`config.mk`:
```
export PLATFORM = sky130hd
export DESIGN_NAME = serial_rx
export DESIGN_NICKNAME = d
export VERILOG_FILES = /design/src/rtl/serial_pkg.sv /design/src/rtl/sipo.sv /design/src/rtl/serial_rx.sv
export SDC_FILE = /design/constraint.sdc
export NUM_CORES = 1
export LEC_CHECK = 0
export ABC_AREA = 1
export CORE_ASPECT_RATIO = 1.5
export CORE_MARGIN = 2
export CORE_UTILIZATION = 49
export CTS_CLUSTER_DIAMETER = 200
export DETAILED_ROUTE_END_ITERATION = 6
export PLACE_DENSITY = 0.79
export SKIP_CTS_REPAIR_TIMING = 1
export SLEW_MARGIN = 20
export SYNTH_ARGS = -nofsm -noshare
export SYNTH_HDL_FRONTEND = slang
export SYNTH_HIERARCHICAL = 1
export SYNTH_SLANG_ARGS = --single-unit
export TNS_END_PERCENT = 100
```
`constraint.sdc`:
```
create_clock -name in_clk -period 1.4 [get_ports in_clk]
set_clock_uncertainty 0.1 [all_clocks]
set_input_delay 0.35 -clock in_clk [delete_from_list [all_inputs] [get_ports in_clk]]
set_output_delay 0.35 -clock in_clk [all_outputs]
set_load 0.1 [all_outputs]
```
`src/rtl/serial_pkg.sv`:
```
// serial_pkg: shared state encoding and default widths for the serial receiver
package serial_pkg;
  localparam logic [1:0] S_IDLE   = 2'd0;
  localparam logic [1:0] S_SHIFT  = 2'd1;
  localparam logic [1:0] S_PARITY = 2'd2;
  typedef enum logic [1:0] {
    ST_IDLE   = S_IDLE,
    ST_SHIFT  = S_SHIFT,
    ST_PARITY = S_PARITY
  } state_t;
  localparam int DEF_BITS        = 8;
  localparam bit DEF_SHIFT_RIGHT = 1'b1;
  localparam bit DEF_PARITY_ODD  = 1'b0;
endpackage

```
`src/rtl/sipo.sv`:
```
// sipo: serial-in parallel-out shift register, direction chosen at elaboration
module sipo #(
  parameter int BITS        = 8,
  parameter bit SHIFT_RIGHT = 1'b1
) (
  input  logic            in_rst,
  input  logic            in_clk,
  input  logic            in_serial,
  input  logic            in_shift,
  output logic [BITS-1:0] out_parallel
);
  // new bits enter at the MSB when shifting right, at the LSB when shifting left
  always_ff @(posedge in_clk)
    if (in_rst) out_parallel <= '0;
    else if (in_shift) out_parallel <= SHIFT_RIGHT ? {in_serial, out_parallel[BITS-1:1]}
                                                   : {out_parallel[BITS-2:0], in_serial};
endmodule

```
`src/rtl/serial_rx.sv`:
```
// serial_rx: strobed serial receiver with ready/valid output and sticky errors; parity via SERIAL_RX_PARITY_EN
module serial_rx
  import serial_pkg::*;
#(
  parameter int BITS        = DEF_BITS,
  parameter bit SHIFT_RIGHT = DEF_SHIFT_RIGHT,
  parameter bit PARITY_ODD  = DEF_PARITY_ODD
) (
  input  logic            in_clk,
  input  logic            in_rst,
  input  logic            in_serial,
  input  logic            in_bit_en,
  input  logic            in_frame,
  input  logic            in_clr,
  input  logic            in_ready,
  output logic [BITS-1:0] out_parallel,
  output logic            out_valid,
  output logic            out_busy,
  output logic            out_overflow,
  output logic            out_frame_err,
  output logic            out_parity_err
);
  localparam int CW = $clog2(BITS) + 1;
  state_t        state;
  logic [CW-1:0] count;
  logic [BITS-1:0] word;
  logic done, strobe, last, shift, frame_drop, par_ok, ovf_set;
  assign strobe     = in_bit_en & in_frame;
  assign last       = count == CW'(BITS - 1);
  assign shift      = strobe && state != ST_PARITY;
  assign frame_drop = !in_frame && (count != '0 || state == ST_PARITY);
  assign out_busy   = count != '0 || state == ST_PARITY;
  assign ovf_set    = done && out_valid && !in_ready;
`ifdef SERIAL_RX_PARITY_EN
  assign par_ok = ((^word) ^ in_serial) == PARITY_ODD;
`else
  assign par_ok = 1'b1;
  logic unused_par;
  assign unused_par = PARITY_ODD;
`endif

  sipo #(.BITS(BITS), .SHIFT_RIGHT(SHIFT_RIGHT)) u_sipo (
    .in_rst       (in_rst),
    .in_clk       (in_clk),
    .in_serial    (in_serial),
    .in_shift     (shift),
    .out_parallel (word)
  );

  // bit counting and framing; done pulses for one cycle once a good word sits in the shifter
  always_ff @(posedge in_clk)
    if (in_rst) begin
      state <= ST_IDLE;
      count <= '0;
      done  <= 1'b0;
    end else begin
      done <= 1'b0;
      if (state == ST_IDLE) begin
        if (strobe) begin
          state <= ST_SHIFT;
          count <= CW'(1);
        end
      end else if (!in_frame) begin
        state <= ST_IDLE;
        count <= '0;
      end else if (state == ST_SHIFT && strobe) begin
        count <= last ? '0 : count + CW'(1);
`ifdef SERIAL_RX_PARITY_EN
        if (last) state <= ST_PARITY;
`else
        done <= last;
`endif
      end else if (state == ST_PARITY && strobe) begin
        state <= ST_SHIFT;
        done  <= par_ok;
      end
    end

  // output holding register: load on done unless an undelivered word would be lost
  always_ff @(posedge in_clk)
    if (in_rst) begin
      out_parallel <= '0;
      out_valid    <= 1'b0;
    end else if (done && !ovf_set) begin
      out_parallel <= word;
      out_valid    <= 1'b1;
    end else if (out_valid && in_ready) out_valid <= 1'b0;

  // sticky error flags; a new event wins over a simultaneous clear
  always_ff @(posedge in_clk)
    if (in_rst) begin
      out_overflow   <= 1'b0;
      out_frame_err  <= 1'b0;
      out_parity_err <= 1'b0;
    end else begin
      out_overflow   <= ovf_set | (out_overflow & ~in_clr);
      out_frame_err  <= frame_drop | (out_frame_err & ~in_clr);
`ifdef SERIAL_RX_PARITY_EN
      out_parity_err <= (state == ST_PARITY && strobe && !par_ok) | (out_parity_err & ~in_clr);
`else
      out_parity_err <= 1'b0;
`endif
    end
endmodule

```
==> run summary, run 1 <==
Main synth FF type: sky130_fd_sc_hd__dfxtp_1
half-perimeter wire length after detailed placement: 1490 µm
layout overhead on the synthesized area: 40.6%
total of warnings raised by yosys: 6
sequential fraction of the synthesis area: 0.478
Power Density: 866 mW/mm²
P_leak: 0.000633 µW
vias in the first global route: 821
minimum hold slack: 383 ps
Skew-Pair Late Insertion Delay: 320 ps
count of input and output buffers: 18
Critical Path Source: count[0]
switching portion of total power: 0.277
DRT iter0 DRCs: 22
commonest cells in the synthesized netlist: sky130_fd_sc_hd__nor2_1 (34), sky130_fd_sc_hd__nand2_1 (26), sky130_fd_sc_hd__dfxtp_1 (25), sky130_fd_sc_hd__inv_1 (18), sky130_fd_sc_hd__nand3_1 (9)
detailed-route DRC error count: 0
startpoint class of the critical path: flip-flop
mean instance size in the synthesized netlist: 7.17 µm²
part of the power in the clock network: 0.262
antenna violation net count after detailed routing: 0
via count: 968
launching point of the worst reg2reg path: count[0]
number of enable-type register cells in the synthesized netlist: 0
post-route insts no fill: 193
number of placement rows: 20
Final Instance Area: 0.00147 mm²
buffer type at the clock tree root: sky130_fd_sc_hd__clkbuf_4
Hold/Removal Path Class: reg -> reg
Inserted Clock Buffers: 3
starting density of the core: 0.517
initial antenna violation count: 0
combinational share of power: 0.154
Total GRT Usage: 0.167
asr flop ratio synth: 0
Worst-path clk slew: 150 ps
total power after layout: 1280 µW
dominant cell type by area after synthesis: sky130_fd_sc_hd__dfxtp_1
count of final hold-check violations: 0
result of the run: complete, but fails checks
die area: 0.00253 mm²
NumNets Final: 181
Internal: 922 µW
CTS HTree Levels: 1
data required time at the worst endpoint: 950 ps
Worst Path Arrival: 1120 ps
CTS Buffer Depth: 2
Place WS: -192 ps
Period minus WS final: 1570 ps
Max Clock Freq: 0.638 GHz
area share of the largest cell type after synthesis: 0.478
leading cell types by total area after synthesis: sky130_fd_sc_hd__dfxtp_1 (48%), sky130_fd_sc_hd__nor2_1 (12%), sky130_fd_sc_hd__nand2_1 (9.3%)
global placer's final weighted congestion: 0.858
TritonCTS clock tree: yes
Pins Over Slew Limit: 0
unrepaired setup endpoints after global routing: true
violations in the final reports: setup timing
Top Ports: 20
nets in the synthesized netlist: 155
largest voltage drop on the vdd net: 0.777 mV
Detailed Routing Iterations Pass 1: 4
Gate Count Post-Synth: 146
number of diodes: 0
y dimension of the die: 60.6 µm
final critical-path setup slack: -168 ps
largest driver fanout on the critical path: 2
number of register bits inferred by synthesis: 25
Routed wire per std cell: 10.0 µm
total core area: 0.00203 mm²
most common cell in the netlist: sky130_fd_sc_hd__nor2_1
worst hold start: u_sipo/out_parallel[0]
clock sinks: 25
total grt overflow: 0
x dimension of the die: 41.7 µm
Maximum Capacitance Violations: 0
number of unique standard cell types used by synthesis: 18
Cell Area, Synth: 0.00105 mm²
post-place instance area: 0.00142 mm²
proportion of layout cells with a drive suffix above 1: 0.275
largest net degree at the start of global routing: 17
Psw: 354 µW
first-pass GRT wire length: 3240 µm
Setup violations, final: 1
category of the most critical setup path: reg -> out
Seq pwr share: 0.584
Filler Cells Inserted: 155
post-placement cell count: 189
nature of the critical path endpoint: primary output
average via count per standard cell: 5.02
Tcrit/Tclk final: 1.12
drt total wl: 1930 µm
## layout make-up
cell class / instances / area (µm²) / share of cell area
flip-flops and latches: 25 / 517 / 0.351
multi-input cells: 98 / 462 / 0.314
repair buffers: 25 / 365 / 0.248
inverters: 19 / 72.6 / 0.0493
well taps: 22 / 27.5 / 0.0187
clock buffers: 3 / 22.5 / 0.0153
clock inverters: 1 / 6.26 / 0.00425
## cells in the final DEF, fill, tap and decap left out, types with 2 or more instances in the layout
cell type	netlist	layout
sky130_fd_sc_hd__nand2_2	5	5
sky130_fd_sc_hd__clkdlybuf4s50_1	0	6
sky130_fd_sc_hd__dfxtp_1	25	14
sky130_fd_sc_hd__inv_2	0	2
sky130_fd_sc_hd__dfxtp_2	0	10
sky130_fd_sc_hd__nor2_1	34	33
sky130_fd_sc_hd__o21ai_0	8	8
sky130_fd_sc_hd__nand2_1	26	25
sky130_fd_sc_hd__buf_4	1	6
sky130_fd_sc_hd__buf_12	0	13
sky130_fd_sc_hd__nor2_2	2	3
sky130_fd_sc_hd__nand3_1	9	9
sky130_fd_sc_hd__a21oi_1	8	8
sky130_fd_sc_hd__clkbuf_4	0	3
sky130_fd_sc_hd__inv_1	18	16
## cell families (layout without fill, tap and decap cells)
kind of cell    Yosys count  count (layout)  synth area share
simple gates             78              78             0.311
flops                    25              25             0.478
buf+inv                  23              48             0.103
compound gates           17              17            0.0812
fa+ha+maj                 2               2            0.0239
other cells               1               1           0.00358
## flip-flops by register name (all words and copies together), names as in the netlist
signal,flops
state,1
u_sipo/out_parallel,8
out_valid,1
out_frame_err,1
count,4
done,1
out_parallel,8
out_overflow,1
## worst max-delay path: stages (launching register included)
cell and delay (ps):
sky130_fd_sc_hd__dfxtp_2 360, sky130_fd_sc_hd__inv_2 50, sky130_fd_sc_hd__ha_4 160, sky130_fd_sc_hd__nand2_4 70, sky130_fd_sc_hd__buf_12 170
## metal layers
metal / vias up / wire length [µm] / global-route usage
li1: 501 / - / -
met1: 434 / 841 / 0.197
met2: 29 / 979 / 0.286
met3: 4 / 85 / 0.0208
met4: 0 / 25 / 0.111
met5: - / 0 / 0
## power by group through the flow
stage | Combinational, µW | Sequential (µW) | Clock [µW]
global route | 216 | 748 | 365
global placement | 185 | 759 | 0
finish | 196 | 745 | 335
CTS | 193 | 744 | 343
detailed placement | 193 | 760 | 0
floorplan | 118 | 767 | 0
## final timing paths
| check | endpoint | slack, ps | depth (start not counted) |
|---|---|---|---|
| worst min register to register | u_sipo/out_parallel[0] | 380 | 2 |
| worst min-delay path | u_sipo/out_parallel[0] | 380 | 2 |
| worst max-delay path | out_busy | -170 | 4 |
| worst max register to register | count[3] | 110 | 7 |
## per-stage QoR
stage	utilization	TNS [ps]
6_report	0.727	-168
5_1_grt	0.727	-214
3_3_place_gp	0.699	-2670
2_1_floorplan	-	0
4_1_cts	0.713	-301
3_5_place_dp	0.699	-3200
No activity file was read; power rests on OpenSTA's default activity.
==> run 2: changes to the inputs <==
==> constraint.sdc (replaced) <==
create_clock -name in_clk -period 1.5 [get_ports in_clk]
set_clock_uncertainty 0.1 [all_clocks]
set_input_delay 0.375 -clock in_clk [delete_from_list [all_inputs] [get_ports in_clk]]
set_output_delay 0.375 -clock in_clk [all_outputs]
set_load 0.05 [all_outputs]
==> run 2 against run 1 <==
Compared with the run above:
- the flow still finishes with violations (setup timing)
- die area stayed put
- final cell count grew 1.6%
- power is 9.1% lower
- count of clock-buffer cells in the layout rose by 1
- worst setup slack improved by 120 ps
- sequential share of layout area shrank 1.1 points
- first-iteration DRC count up 14%
==> run summary, run 2 (same netlist as run 1, synthesis figures left out) <==
y dimension of the die: 60.6 µm (unchanged)
drt total wl: 1970 µm (+2.0%)
layout overhead on the synthesized area: 41.2%
r2r worst-path depth: 7 (unchanged)
leading cell type in the layout, fill and taps excluded: sky130_fd_sc_hd__nor2_1
first-pass GRT wire length: 3220 µm (-0.65%)
NumNets Final: 184 (+1.7%)
Maximum Capacitance Violations: 0 (unchanged)
Setup violations, final: 1 (unchanged)
result of the run: complete, but fails checks
GR Layer Usage met2: 0.295 (+0.00893)
average via count per standard cell: 4.89 (-2.4%)
Skew-Pair Late Insertion Delay: 310 ps (about the same)
endpoint of the worst register-to-register path: count[3]
detailed-route DRC error count: 0 (unchanged)
count of input and output buffers: 18 (unchanged)
Pins Over Slew Limit: 0 (unchanged)
met1 Use GR: 0.179 (-0.0177)
Worst Path Arrival: 1080 ps (-40 ps)
half-perimeter wire length after detailed placement: 1510 µm (+1.8%)
data required time at the worst endpoint: 1020 ps (+70 ps)
largest registers ranked by flip-flop count: out_parallel: 8 flops, u_sipo/out_parallel: 8 flops, count: 4 flops
P_leak: 0.000639 µW (+0.97%)
R2R setup slack: 210 ps (+100 ps)
violations in the final reports: setup timing
largest driver fanout on the critical path: 2 (unchanged)
buffer type at the clock tree root: sky130_fd_sc_hd__clkbuf_4
Worst-path clk slew: 130 ps (-20 ps)
Inserted Clock Buffers: 3 (unchanged)
Util after Layout: 0.730 (+0.00309)
Filler Cells Inserted: 147 (-5.2%)
proportion of layout cells with a drive suffix above 1: 0.230 (-0.0450)
Hold/Removal Path Class: reg -> reg
capturing element of the worst setup path: out_busy
clock sinks: 25 (unchanged)
vias in the first global route: 861 (+4.9%)
Detailed Routing Iterations Pass 1: 4 (unchanged)
minimum hold slack: 385 ps (+1.55 ps)
DRT iter0 DRCs: 25 (+14%)
starting density of the core: 0.517 (unchanged)
post-route insts no fill: 196 (+1.6%)
die area: 0.00253 mm² (unchanged)
Power Density: 784 mW/mm² (-9.5%)
startpoint class of the critical path: flip-flop
count of final hold-check violations: 0 (unchanged)
number of diodes: 0 (unchanged)
x dimension of the die: 41.7 µm (unchanged)
total grt overflow: 0 (unchanged)
final critical-path setup slack: -50.7 ps (+118 ps)
Period minus WS final: 1550 ps
number of placement rows: 20 (unchanged)
Max Clock Freq: 0.645 GHz
global placer's final weighted congestion: 0.852 (-0.77%)
launching point of the worst reg2reg path: count[0]
CTS HTree Levels: 1 (unchanged)
category of the most critical setup path: reg -> out
largest voltage drop on the vdd net: 0.628 mV (-19%)
nature of the critical path endpoint: primary output
post-placement cell count: 190 (+0.53%)
CTS Buffer Depth: 2 (unchanged)
Total GRT Usage: 0.161 (-0.00523)
Top Ports: 20 (unchanged)
commonest cells after routing, fill and taps aside: sky130_fd_sc_hd__nor2_1 (33), sky130_fd_sc_hd__nand2_1 (25), sky130_fd_sc_hd__dfxtp_1 (23), sky130_fd_sc_hd__inv_1 (16), sky130_fd_sc_hd__buf_12 (13)
GRT met3 Usage: 0.0208 (unchanged)
GRT busiest layer: met2
TritonCTS clock tree: yes
via count: 959 (-0.93%)
Routed wire per std cell: 10.1 µm (+0.41%)
antenna violation net count after detailed routing: 0 (unchanged)
initial antenna violation count: 0 (unchanged)
Critical Path Source: count[0]
largest net degree at the start of global routing: 17 (unchanged)
unrepaired setup endpoints after global routing: true
Tcrit/Tclk final: 1.03
total core area: 0.00203 mm² (unchanged)
## run 2: where the power goes
group	total (µW)	switching (µW)	internal (µW)
registers	698	14.4	683
logic	172	89.8	81.9
clock network	290	187	104
## run 2: area by class of cell
cell class              instances  area, µm²  area share
clock buffers                   4       26.3      0.0178
inverters                      19       72.6      0.0491
multi-input cells              98        462       0.312
repair buffers                 28        388       0.262
well taps                      22       27.5      0.0186
flip-flops and latches         25        503       0.340
## run 2: worst min path at each step
stage / start / end / slack (ps) / depth (start not counted)
3_5_place_dp: u_sipo/out_parallel[0] / u_sipo/out_parallel[0] / 360 / 2
4_1_cts: u_sipo/out_parallel[0] / u_sipo/out_parallel[0] / 380 / 2
6_report: u_sipo/out_parallel[0] / u_sipo/out_parallel[0] / 380 / 2
3_3_place_gp: u_sipo/out_parallel[0] / u_sipo/out_parallel[0] / 360 / 2
2_1_floorplan: u_sipo/out_parallel[0] / u_sipo/out_parallel[0] / 340 / 2
5_1_grt: u_sipo/out_parallel[0] / u_sipo/out_parallel[0] / 420 / 2
## run 2: metrics by stage
stage | area (µm²) | setup TNS (ps) | setup WS (ps) | power [µW]
detailed placement | 1410 | -1490 | -125 | 868
finish | 1480 | -50.7 | -50.7 | 1160
floorplan | 1050 | 0 | 62.3 | 805
CTS | 1440 | -199 | -199 | 1160
global placement | 1410 | -907 | -71.6 | 862
global route | 1480 | -114 | -114 | 1220
## run 2: metal layers
layer  vias up  routed length, µm
met5         -                  0
met4         0                 44
met3         6                 73
met2        24               1010
met1       425                846
li1        504                  -
## run 2: critical path: stages (launching register included)
cell,delay (ps)
sky130_fd_sc_hd__dfxtp_2,360
sky130_fd_sc_hd__inv_2,50
sky130_fd_sc_hd__ha_4,160
sky130_fd_sc_hd__nand2_4,70
sky130_fd_sc_hd__buf_12,130
==> run 3: changes to the inputs <==
--- a/config.mk
+++ b/config.mk
@@ -12,6 +12,7 @@
 export CTS_CLUSTER_DIAMETER = 200
 export DETAILED_ROUTE_END_ITERATION = 6
 export PLACE_DENSITY = 0.79
+export SETUP_SLACK_MARGIN = 0.02
 export SKIP_CTS_REPAIR_TIMING = 1
 export SLEW_MARGIN = 20
 export SYNTH_ARGS = -nofsm -noshare
==> results of run 3 <==
Same layout as run 2: the final DEF is identical, and so are final timing and power.
